<file path="src/rtl/rr_alu_sequencer_if.sv">
// Strobe/handshake bundle between the RR-ALU control sequencer and the phase-1 bus datapath.
interface rr_alu_sequencer_if #(
    parameter int INSTR_W    = 32,
    parameter int OPC_W      = 5,
    parameter int REG_ADDR_W = 4
);
    localparam int NUM_REGS = 2 ** REG_ADDR_W;

    logic                Start;
    logic                MemReady;
    logic [INSTR_W-1:0]  IR;
    logic                PCout, MARin, IncrementPC, Zin, ZLOout, ZHIout, PCin;
    logic                Read, MDRin, MDRout, IRin, Yin, LOin, HIin;
    logic [NUM_REGS-1:0] Rin;
    logic [NUM_REGS-1:0] Rout;
    logic [OPC_W-1:0]    ALUControl;
    logic                Busy, Done, Fault;

    modport master (
        input  Start, MemReady, IR,
        output PCout, MARin, IncrementPC, Zin, ZLOout, ZHIout, PCin,
               Read, MDRin, MDRout, IRin, Yin, LOin, HIin,
               Rin, Rout, ALUControl, Busy, Done, Fault
    );

    modport slave (
        output Start, MemReady, IR,
        input  PCout, MARin, IncrementPC, Zin, ZLOout, ZHIout, PCin,
               Read, MDRin, MDRout, IRin, Yin, LOin, HIin,
               Rin, Rout, ALUControl, Busy, Done, Fault
    );
endinterface

</file>
<file path="src/rtl/rr_alu_sequencer.sv">
// Hardwired T0..T6 control-step sequencer for register-register ALU instructions.
// Outputs are pure Moore decodes of the registered state, so reset clears them at once.
module rr_alu_sequencer #(
    parameter int             INSTR_W    = 32,
    parameter int             OPC_W      = 5,
    parameter int             REG_ADDR_W = 4,
    parameter logic [OPC_W-1:0] OP_MUL   = 5'b01111,
    parameter logic [OPC_W-1:0] OP_DIV   = 5'b10000,
    parameter logic [OPC_W-1:0] OP_NEG   = 5'b10001,
    parameter logic [OPC_W-1:0] OP_NOT   = 5'b10010,
    parameter int             TIMEOUT    = 15
) (
    input logic              Clock,
    input logic              Reset,
    rr_alu_sequencer_if.master bus
);
    localparam int NUM_REGS = 2 ** REG_ADDR_W;
    localparam int CNT_W    = $clog2(TIMEOUT + 1);
    localparam int RA_LSB   = INSTR_W - OPC_W - REG_ADDR_W;
    localparam int RB_LSB   = RA_LSB - REG_ADDR_W;
    localparam int RC_LSB   = RB_LSB - REG_ADDR_W;

    localparam logic [3:0] S_IDLE  = 4'd0;
    localparam logic [3:0] S_T0    = 4'd1;
    localparam logic [3:0] S_T1    = 4'd2;
    localparam logic [3:0] S_T2    = 4'd3;
    localparam logic [3:0] S_T3    = 4'd4;
    localparam logic [3:0] S_T4    = 4'd5;
    localparam logic [3:0] S_T5    = 4'd6;
    localparam logic [3:0] S_T6    = 4'd7;
    localparam logic [3:0] S_DONE  = 4'd8;
    localparam logic [3:0] S_FAULT = 4'd9;

    logic [3:0]            state, next_state;
    logic [CNT_W-1:0]      wait_cnt;
    logic [OPC_W-1:0]      opc;
    logic [REG_ADDR_W-1:0] ra, rb, rc;
    logic                  two_result, unary, cnt_expired;

    assign opc         = bus.IR[INSTR_W-1 -: OPC_W];
    assign ra          = bus.IR[RA_LSB +: REG_ADDR_W];
    assign rb          = bus.IR[RB_LSB +: REG_ADDR_W];
    assign rc          = bus.IR[RC_LSB +: REG_ADDR_W];
    assign two_result  = (opc == OP_MUL) || (opc == OP_DIV);
    assign unary       = (opc == OP_NEG) || (opc == OP_NOT);
    assign cnt_expired = (wait_cnt == CNT_W'(TIMEOUT));

    always_comb begin
        next_state = state;
        case (state)
            S_IDLE:  if (bus.Start) next_state = S_T0;
            S_T0:    next_state = S_T1;
            S_T1: begin
                if (bus.MemReady)    next_state = S_T2;
                else if (cnt_expired) next_state = S_FAULT;
            end
            S_T2:    next_state = S_T3;
            S_T3:    next_state = S_T4;
            S_T4:    next_state = S_T5;
            S_T5:    next_state = two_result ? S_T6 : S_DONE;
            S_T6:    next_state = S_DONE;
            S_DONE:  next_state = S_IDLE;
            S_FAULT: next_state = S_IDLE;
            default: next_state = S_IDLE;
        endcase
    end

    // The wait counter only runs while T1 stalls; it is cleared on either exit from T1.
    always_ff @(posedge Clock or posedge Reset) begin
        if (Reset) begin
            state    <= S_IDLE;
            wait_cnt <= '0;
        end else begin
            state <= next_state;
            if (state == S_T1) begin
                if (bus.MemReady || cnt_expired) wait_cnt <= '0;
                else                             wait_cnt <= wait_cnt + 1'b1;
            end
        end
    end

    always_comb begin
        bus.PCout       = 1'b0;
        bus.MARin       = 1'b0;
        bus.IncrementPC = 1'b0;
        bus.Zin         = 1'b0;
        bus.ZLOout      = 1'b0;
        bus.ZHIout      = 1'b0;
        bus.PCin        = 1'b0;
        bus.Read        = 1'b0;
        bus.MDRin       = 1'b0;
        bus.MDRout      = 1'b0;
        bus.IRin        = 1'b0;
        bus.Yin         = 1'b0;
        bus.LOin        = 1'b0;
        bus.HIin        = 1'b0;
        bus.Rin         = '0;
        bus.Rout        = '0;
        bus.ALUControl  = '0;
        bus.Busy        = (state != S_IDLE);
        bus.Done        = 1'b0;
        bus.Fault       = 1'b0;
        case (state)
            S_T0: begin
                bus.PCout       = 1'b1;
                bus.MARin       = 1'b1;
                bus.IncrementPC = 1'b1;
                bus.Zin         = 1'b1;
            end
            S_T1: begin
                bus.ZLOout = 1'b1;
                bus.PCin   = 1'b1;
                bus.Read   = 1'b1;
                bus.MDRin  = 1'b1;
            end
            S_T2: begin
                bus.MDRout = 1'b1;
                bus.IRin   = 1'b1;
            end
            S_T3: begin
                bus.Rout = NUM_REGS'(1) << rb;
                bus.Yin  = 1'b1;
            end
            S_T4: begin
                bus.Rout       = NUM_REGS'(1) << (unary ? rb : rc);
                bus.Zin        = 1'b1;
                bus.ALUControl = opc;
            end
            S_T5: begin
                bus.ZLOout = 1'b1;
                if (two_result) bus.LOin = 1'b1;
                else            bus.Rin  = NUM_REGS'(1) << ra;
            end
            S_T6: begin
                bus.ZHIout = 1'b1;
                bus.HIin   = 1'b1;
            end
            S_DONE:  bus.Done  = 1'b1;
            S_FAULT: bus.Fault = 1'b1;
            default: ;
        endcase
    end
endmodule

</file>
<file path="src/flat_wrapper.sv">
// flat-port wrapper written by rule: the top's interface ports become plain ports
module rr_alu_sequencer_flat 
#(
    parameter int             INSTR_W    = 32,
    parameter int             OPC_W      = 5,
    parameter int             REG_ADDR_W = 4,
    parameter logic [OPC_W-1:0] OP_MUL   = 5'b01111,
    parameter logic [OPC_W-1:0] OP_DIV   = 5'b10000,
    parameter logic [OPC_W-1:0] OP_NEG   = 5'b10001,
    parameter logic [OPC_W-1:0] OP_NOT   = 5'b10010,
    parameter int             TIMEOUT    = 15
)
  (Clock, Reset, bus_Start, bus_MemReady, bus_IR, bus_PCout, bus_MARin, bus_IncrementPC, bus_Zin, bus_ZLOout, bus_ZHIout, bus_PCin, bus_Read, bus_MDRin, bus_MDRout, bus_IRin, bus_Yin, bus_LOin, bus_HIin, bus_Rin, bus_Rout, bus_ALUControl, bus_Busy, bus_Done, bus_Fault);
  rr_alu_sequencer_if #(.INSTR_W(INSTR_W), .OPC_W(OPC_W), .REG_ADDR_W(REG_ADDR_W)) bus_i ();
  input logic Clock;
  input logic Reset;
  input wire logic [$bits(bus_i.Start)-1:0] bus_Start;
  input wire logic [$bits(bus_i.MemReady)-1:0] bus_MemReady;
  input wire logic [$bits(bus_i.IR)-1:0] bus_IR;
  output wire logic [$bits(bus_i.PCout)-1:0] bus_PCout;
  output wire logic [$bits(bus_i.MARin)-1:0] bus_MARin;
  output wire logic [$bits(bus_i.IncrementPC)-1:0] bus_IncrementPC;
  output wire logic [$bits(bus_i.Zin)-1:0] bus_Zin;
  output wire logic [$bits(bus_i.ZLOout)-1:0] bus_ZLOout;
  output wire logic [$bits(bus_i.ZHIout)-1:0] bus_ZHIout;
  output wire logic [$bits(bus_i.PCin)-1:0] bus_PCin;
  output wire logic [$bits(bus_i.Read)-1:0] bus_Read;
  output wire logic [$bits(bus_i.MDRin)-1:0] bus_MDRin;
  output wire logic [$bits(bus_i.MDRout)-1:0] bus_MDRout;
  output wire logic [$bits(bus_i.IRin)-1:0] bus_IRin;
  output wire logic [$bits(bus_i.Yin)-1:0] bus_Yin;
  output wire logic [$bits(bus_i.LOin)-1:0] bus_LOin;
  output wire logic [$bits(bus_i.HIin)-1:0] bus_HIin;
  output wire logic [$bits(bus_i.Rin)-1:0] bus_Rin;
  output wire logic [$bits(bus_i.Rout)-1:0] bus_Rout;
  output wire logic [$bits(bus_i.ALUControl)-1:0] bus_ALUControl;
  output wire logic [$bits(bus_i.Busy)-1:0] bus_Busy;
  output wire logic [$bits(bus_i.Done)-1:0] bus_Done;
  output wire logic [$bits(bus_i.Fault)-1:0] bus_Fault;
  assign bus_i.Start = bus_Start;
  assign bus_i.MemReady = bus_MemReady;
  assign bus_i.IR = bus_IR;
  assign bus_PCout = bus_i.PCout;
  assign bus_MARin = bus_i.MARin;
  assign bus_IncrementPC = bus_i.IncrementPC;
  assign bus_Zin = bus_i.Zin;
  assign bus_ZLOout = bus_i.ZLOout;
  assign bus_ZHIout = bus_i.ZHIout;
  assign bus_PCin = bus_i.PCin;
  assign bus_Read = bus_i.Read;
  assign bus_MDRin = bus_i.MDRin;
  assign bus_MDRout = bus_i.MDRout;
  assign bus_IRin = bus_i.IRin;
  assign bus_Yin = bus_i.Yin;
  assign bus_LOin = bus_i.LOin;
  assign bus_HIin = bus_i.HIin;
  assign bus_Rin = bus_i.Rin;
  assign bus_Rout = bus_i.Rout;
  assign bus_ALUControl = bus_i.ALUControl;
  assign bus_Busy = bus_i.Busy;
  assign bus_Done = bus_i.Done;
  assign bus_Fault = bus_i.Fault;
  rr_alu_sequencer #(.INSTR_W(INSTR_W), .OPC_W(OPC_W), .REG_ADDR_W(REG_ADDR_W), .OP_MUL(OP_MUL), .OP_DIV(OP_DIV), .OP_NEG(OP_NEG), .OP_NOT(OP_NOT), .TIMEOUT(TIMEOUT)) u_core (.Clock(Clock), .Reset(Reset), .bus(bus_i));
endmodule
</file>
<file path="config.mk">
export PLATFORM = sky130hd
export DESIGN_NAME = rr_alu_sequencer_flat
export DESIGN_NICKNAME = d
export VERILOG_FILES = /design/src/rtl/rr_alu_sequencer_if.sv /design/src/rtl/rr_alu_sequencer.sv /design/src/flat_wrapper.sv
export SDC_FILE = /design/constraint.sdc
export NUM_CORES = 1
export LEC_CHECK = 0
export CAP_MARGIN = 40
export CORE_MARGIN = 2
export CORE_UTILIZATION = 30
export DETAILED_ROUTE_END_ITERATION = 12
export HOLD_SLACK_MARGIN = 0.08
export PLACE_DENSITY = 0.89
export SYNTH_ARGS = -nofsm -noshare
export SYNTH_HDL_FRONTEND = slang
export SYNTH_SLANG_ARGS = --single-unit
export TNS_END_PERCENT = 1
</file>
<file path="constraint.sdc">
create_clock -name Clock -period 1.7 [get_ports Clock]
set_input_delay 0.34 -clock Clock [delete_from_list [all_inputs] [get_ports Clock]]
set_output_delay 0.34 -clock Clock [all_outputs]
set_load 0.02 [all_outputs]
</file>
==> flow_summary_export.csv <==
group,metric,value,unit
sta,hold_viol,0,
logic_synthesis,synth-edff-count,0,
drt,ant_nets,0,
finish,final_cell_area,0.00235,mm^2
drt,drc,0,
global_routing,grt_pass1_vias,1465,
run_status,violations,"negative setup slack",
sta,final_max_slew_viol_count,0,
pwr,p_leak,1.03,nW
logic_synthesis,syn_area_per_cell,7.26,um^2
die,core.rowCount,22,
worst_setup_path,r2r_start,"u_core.state[2]$_DFFE_PP0P_",
drt,vias_per_cell,4.96,
logic_synthesis,netlist_area,0.00112,mm^2
min_path,hold_path.class,"primary input to asynchronous set/reset pin",
finish,fillers,339,
logic_synthesis,syn-num-nets,191,
worst_setup_path,cp_max_fo,7,
worst_setup_path,endpoint_kind,"output pin",
die,start_util,30.8,%
die,die_x,65.0,um
clock_network,clkLatencyLatePin,0.22,ns
pwr,p_per_area,969,mW/mm^2
worst_setup_path,required,1.36,ns
clock_network,clockBufferDepth,2,
placement,place_congestion,0.780,
worst_setup_path,crit_arrival,1.82,ns
logic_synthesis,syn_inst,154,
finish,layout_commonest_cell,"buf_4",
sta,tightest_slew,0.311,ns
finish,diodes,0,
drt,drt_iter0_markers,54,
finish,final_cell_mix,"buf_4, buf_6, nor2_1",
drt,wire_per_inst,13.6,um
placement,dp.cells,294,
global_routing,antenna_found_initial,0,
logic_synthesis,synthArstFlopShare,100,%
placement,numPortBuffers,74,
sta,setup_viol_count_final,42,
sta,whs,0.356,ns
global_routing,grt_max_degree,14,
finish,nNetsFinal,298,
finish,layout-drive-gt1-share,59.8,%
logic_synthesis,yosysSeqAreaShare,17.9,%
clock_network,cts-root-buf,"clkbuf_8",
logic_synthesis,ys_ff_latch,8,
global_routing,gr-total-overflow,0,
finish,area_delta_synth_final,111,%
drt,dr_total_vias,1523,
sta,fin_crit_sh,127,%
die,io_pins,90,
global_routing,grt_use_total,19.3,%
flow_run,drv_cap,0,
run_status,status,"complete, but fails checks",
sta,fmax,0.462,GHz
die,die-area,0.00423,mm^2
logic_synthesis,ys_types,45,
sta,min_period,2.16,ns
drt,drt_pre_antenna_iters,4,
sta,setup_slack,-0.465,ns
worst_setup_path,crit_start,"u_core.state[3]$_DFFE_PP0P_",
placement,dp.final_hpwl,3.06,mm
die,core-area,0.00363,mm^2
worst_setup_path,critPathLaunchType,"flop",
pwr,p_total,2.28,mW
clock_network,path_clk_slew,0.04,ns
clock_network,clkSinkCount,8,
clock_network,h-tree-depth,1,
placement,dpl_cell_area,0.00212,mm^2
pwr,ir_worst_vdd,892,uV
die,die_h,65.0,um
drt,routed_wl,4.19,mm
clock_network,numCtsBuffers,3,
clock_network,cts_tree,"done",
logic_synthesis,synthFlopType,"dfrtp_1",
worst_setup_path,path_class,"flop to output pin",
finish,final_cells,307,
sta,relSlewSlack,79.1,%
sta,rsz0062_at_grt,"true",
sta,skew,0.00328,ns
global_routing,grt_first_pass_wirelength,6.58,mm
logic_synthesis,yosys_warnings,0,
clock_network,cts.hold.buffers_added,0,
==> worst paths after layout <==
path                                                  end  slack, ns  cells after the start
min in group Clock         u_core.wait_cnt[1]$_DFFE_PP0P_       0.54                      2
setup reg to reg           u_core.wait_cnt[2]$_DFFE_PP0P_      -0.02                      6
max in group asynchronous     u_core.state[2]$_DFFE_PP0P_       1.12                      2
setup / recovery                             bus_Rout[14]      -0.46                      7
hold / removal             u_core.wait_cnt[2]$_DFFE_PP0P_       0.36                      2
hold reg to reg            u_core.wait_cnt[1]$_DFFE_PP0P_       0.54                      2
==> power breakdown <==
part | leakage [nW] | switching [mW] | internal, mW
Clock | 0.0216 | 0.0688 | 0.153
Combinational | 0.908 | 0.873 | 0.847
Sequential | 0.105 | 0.0715 | 0.266
==> routing by layer <==
layer,wire length [um],up-vias,GRT usage [%]
li1,-,745,-
met1,1640,711,22.8
met2,2260,65,36.9
met3,265,2,2.60
met4,19,0,3.91
met5,0,-,0
==> final cells by class <==
| cell class | count | area (um^2) | area share [%] |
|---|---|---|---|
| Clock buffer | 3 | 41.3 | 1.76 |
| Inverter | 2 | 10.0 | 0.426 |
| Multi-Input combinational cell | 132 | 1080 | 45.9 |
| Sequential cell | 8 | 200 | 8.51 |
| Tap cell | 48 | 60.1 | 2.55 |
| Timing Repair Buffer | 114 | 962 | 40.9 |
==> registers in the layout, indices dropped and copies added, names as in the netlist <==
signal / count
u_core.state: 4
u_core.wait_cnt: 4
==> synthesized netlist by cell type (2+ instances only) <==
cell / number / area [um^2]
nand4b_1: 2 / 17.5
buf_2: 2 / 10.0
buf_4: 6 / 45.0
nand2_1: 12 / 45.0
o21ai_1: 4 / 20.0
dfrtp_1: 8 / 200
mux2i_1: 7 / 70.1
and3b_1: 3 / 26.3
nor3_1: 7 / 35.0
and2_1: 6 / 37.5
nand2b_1: 6 / 37.5
buf_6: 3 / 33.8
mux2_2: 3 / 33.8
nand3_1: 4 / 20.0
nor2_1: 41 / 154
nor2b_1: 3 / 18.8
or3_1: 2 / 12.5
nand4_1: 2 / 12.5
nor3b_1: 7 / 52.6
==> per-stage QoR <==
| stage | setup WS (ns) | utilization, % | TNS [ns] |
|---|---|---|---|
| CTS | -0.484 | 61.1 | -14.89 |
| global route | -0.545 | 64.7 | -16.07 |
| detailed placement | -1.19 | 58.3 | -42.02 |
| floorplan | -0.172 | - | -3.35 |
| finish | -0.465 | 64.7 | -12.89 |
| global placement | -1.12 | 58.3 | -39.79 |
==> timing repair <==
action                                  CTS  global route
buffers inserted                          4             6
gates resized for setup                 252            84
pin swaps                                11            14
endpoints found under the setup margin   57            56
==> kinds of logic after synthesis <==
| kind of cell | share of synthesized area (%) |
|---|---|
| compound gates | 10.1 |
| simple gates | 50.5 |
| mux | 10.6 |
| fa+ha+maj | 1.12 |
| xor+xnor | 0.784 |
| flops | 17.9 |
| buf+inv | 8.96 |
==> worst max-delay path, stage by stage (launching register included) <==
cell      delay, ns
dfrtp_1        0.37
and4bb_1       0.29
a21boi_4       0.22
buf_12         0.17
mux2i_4        0.26
buf_6          0.12
nor2_2         0.03
buf_6          0.13
Power figures use the tool's default switching activity.
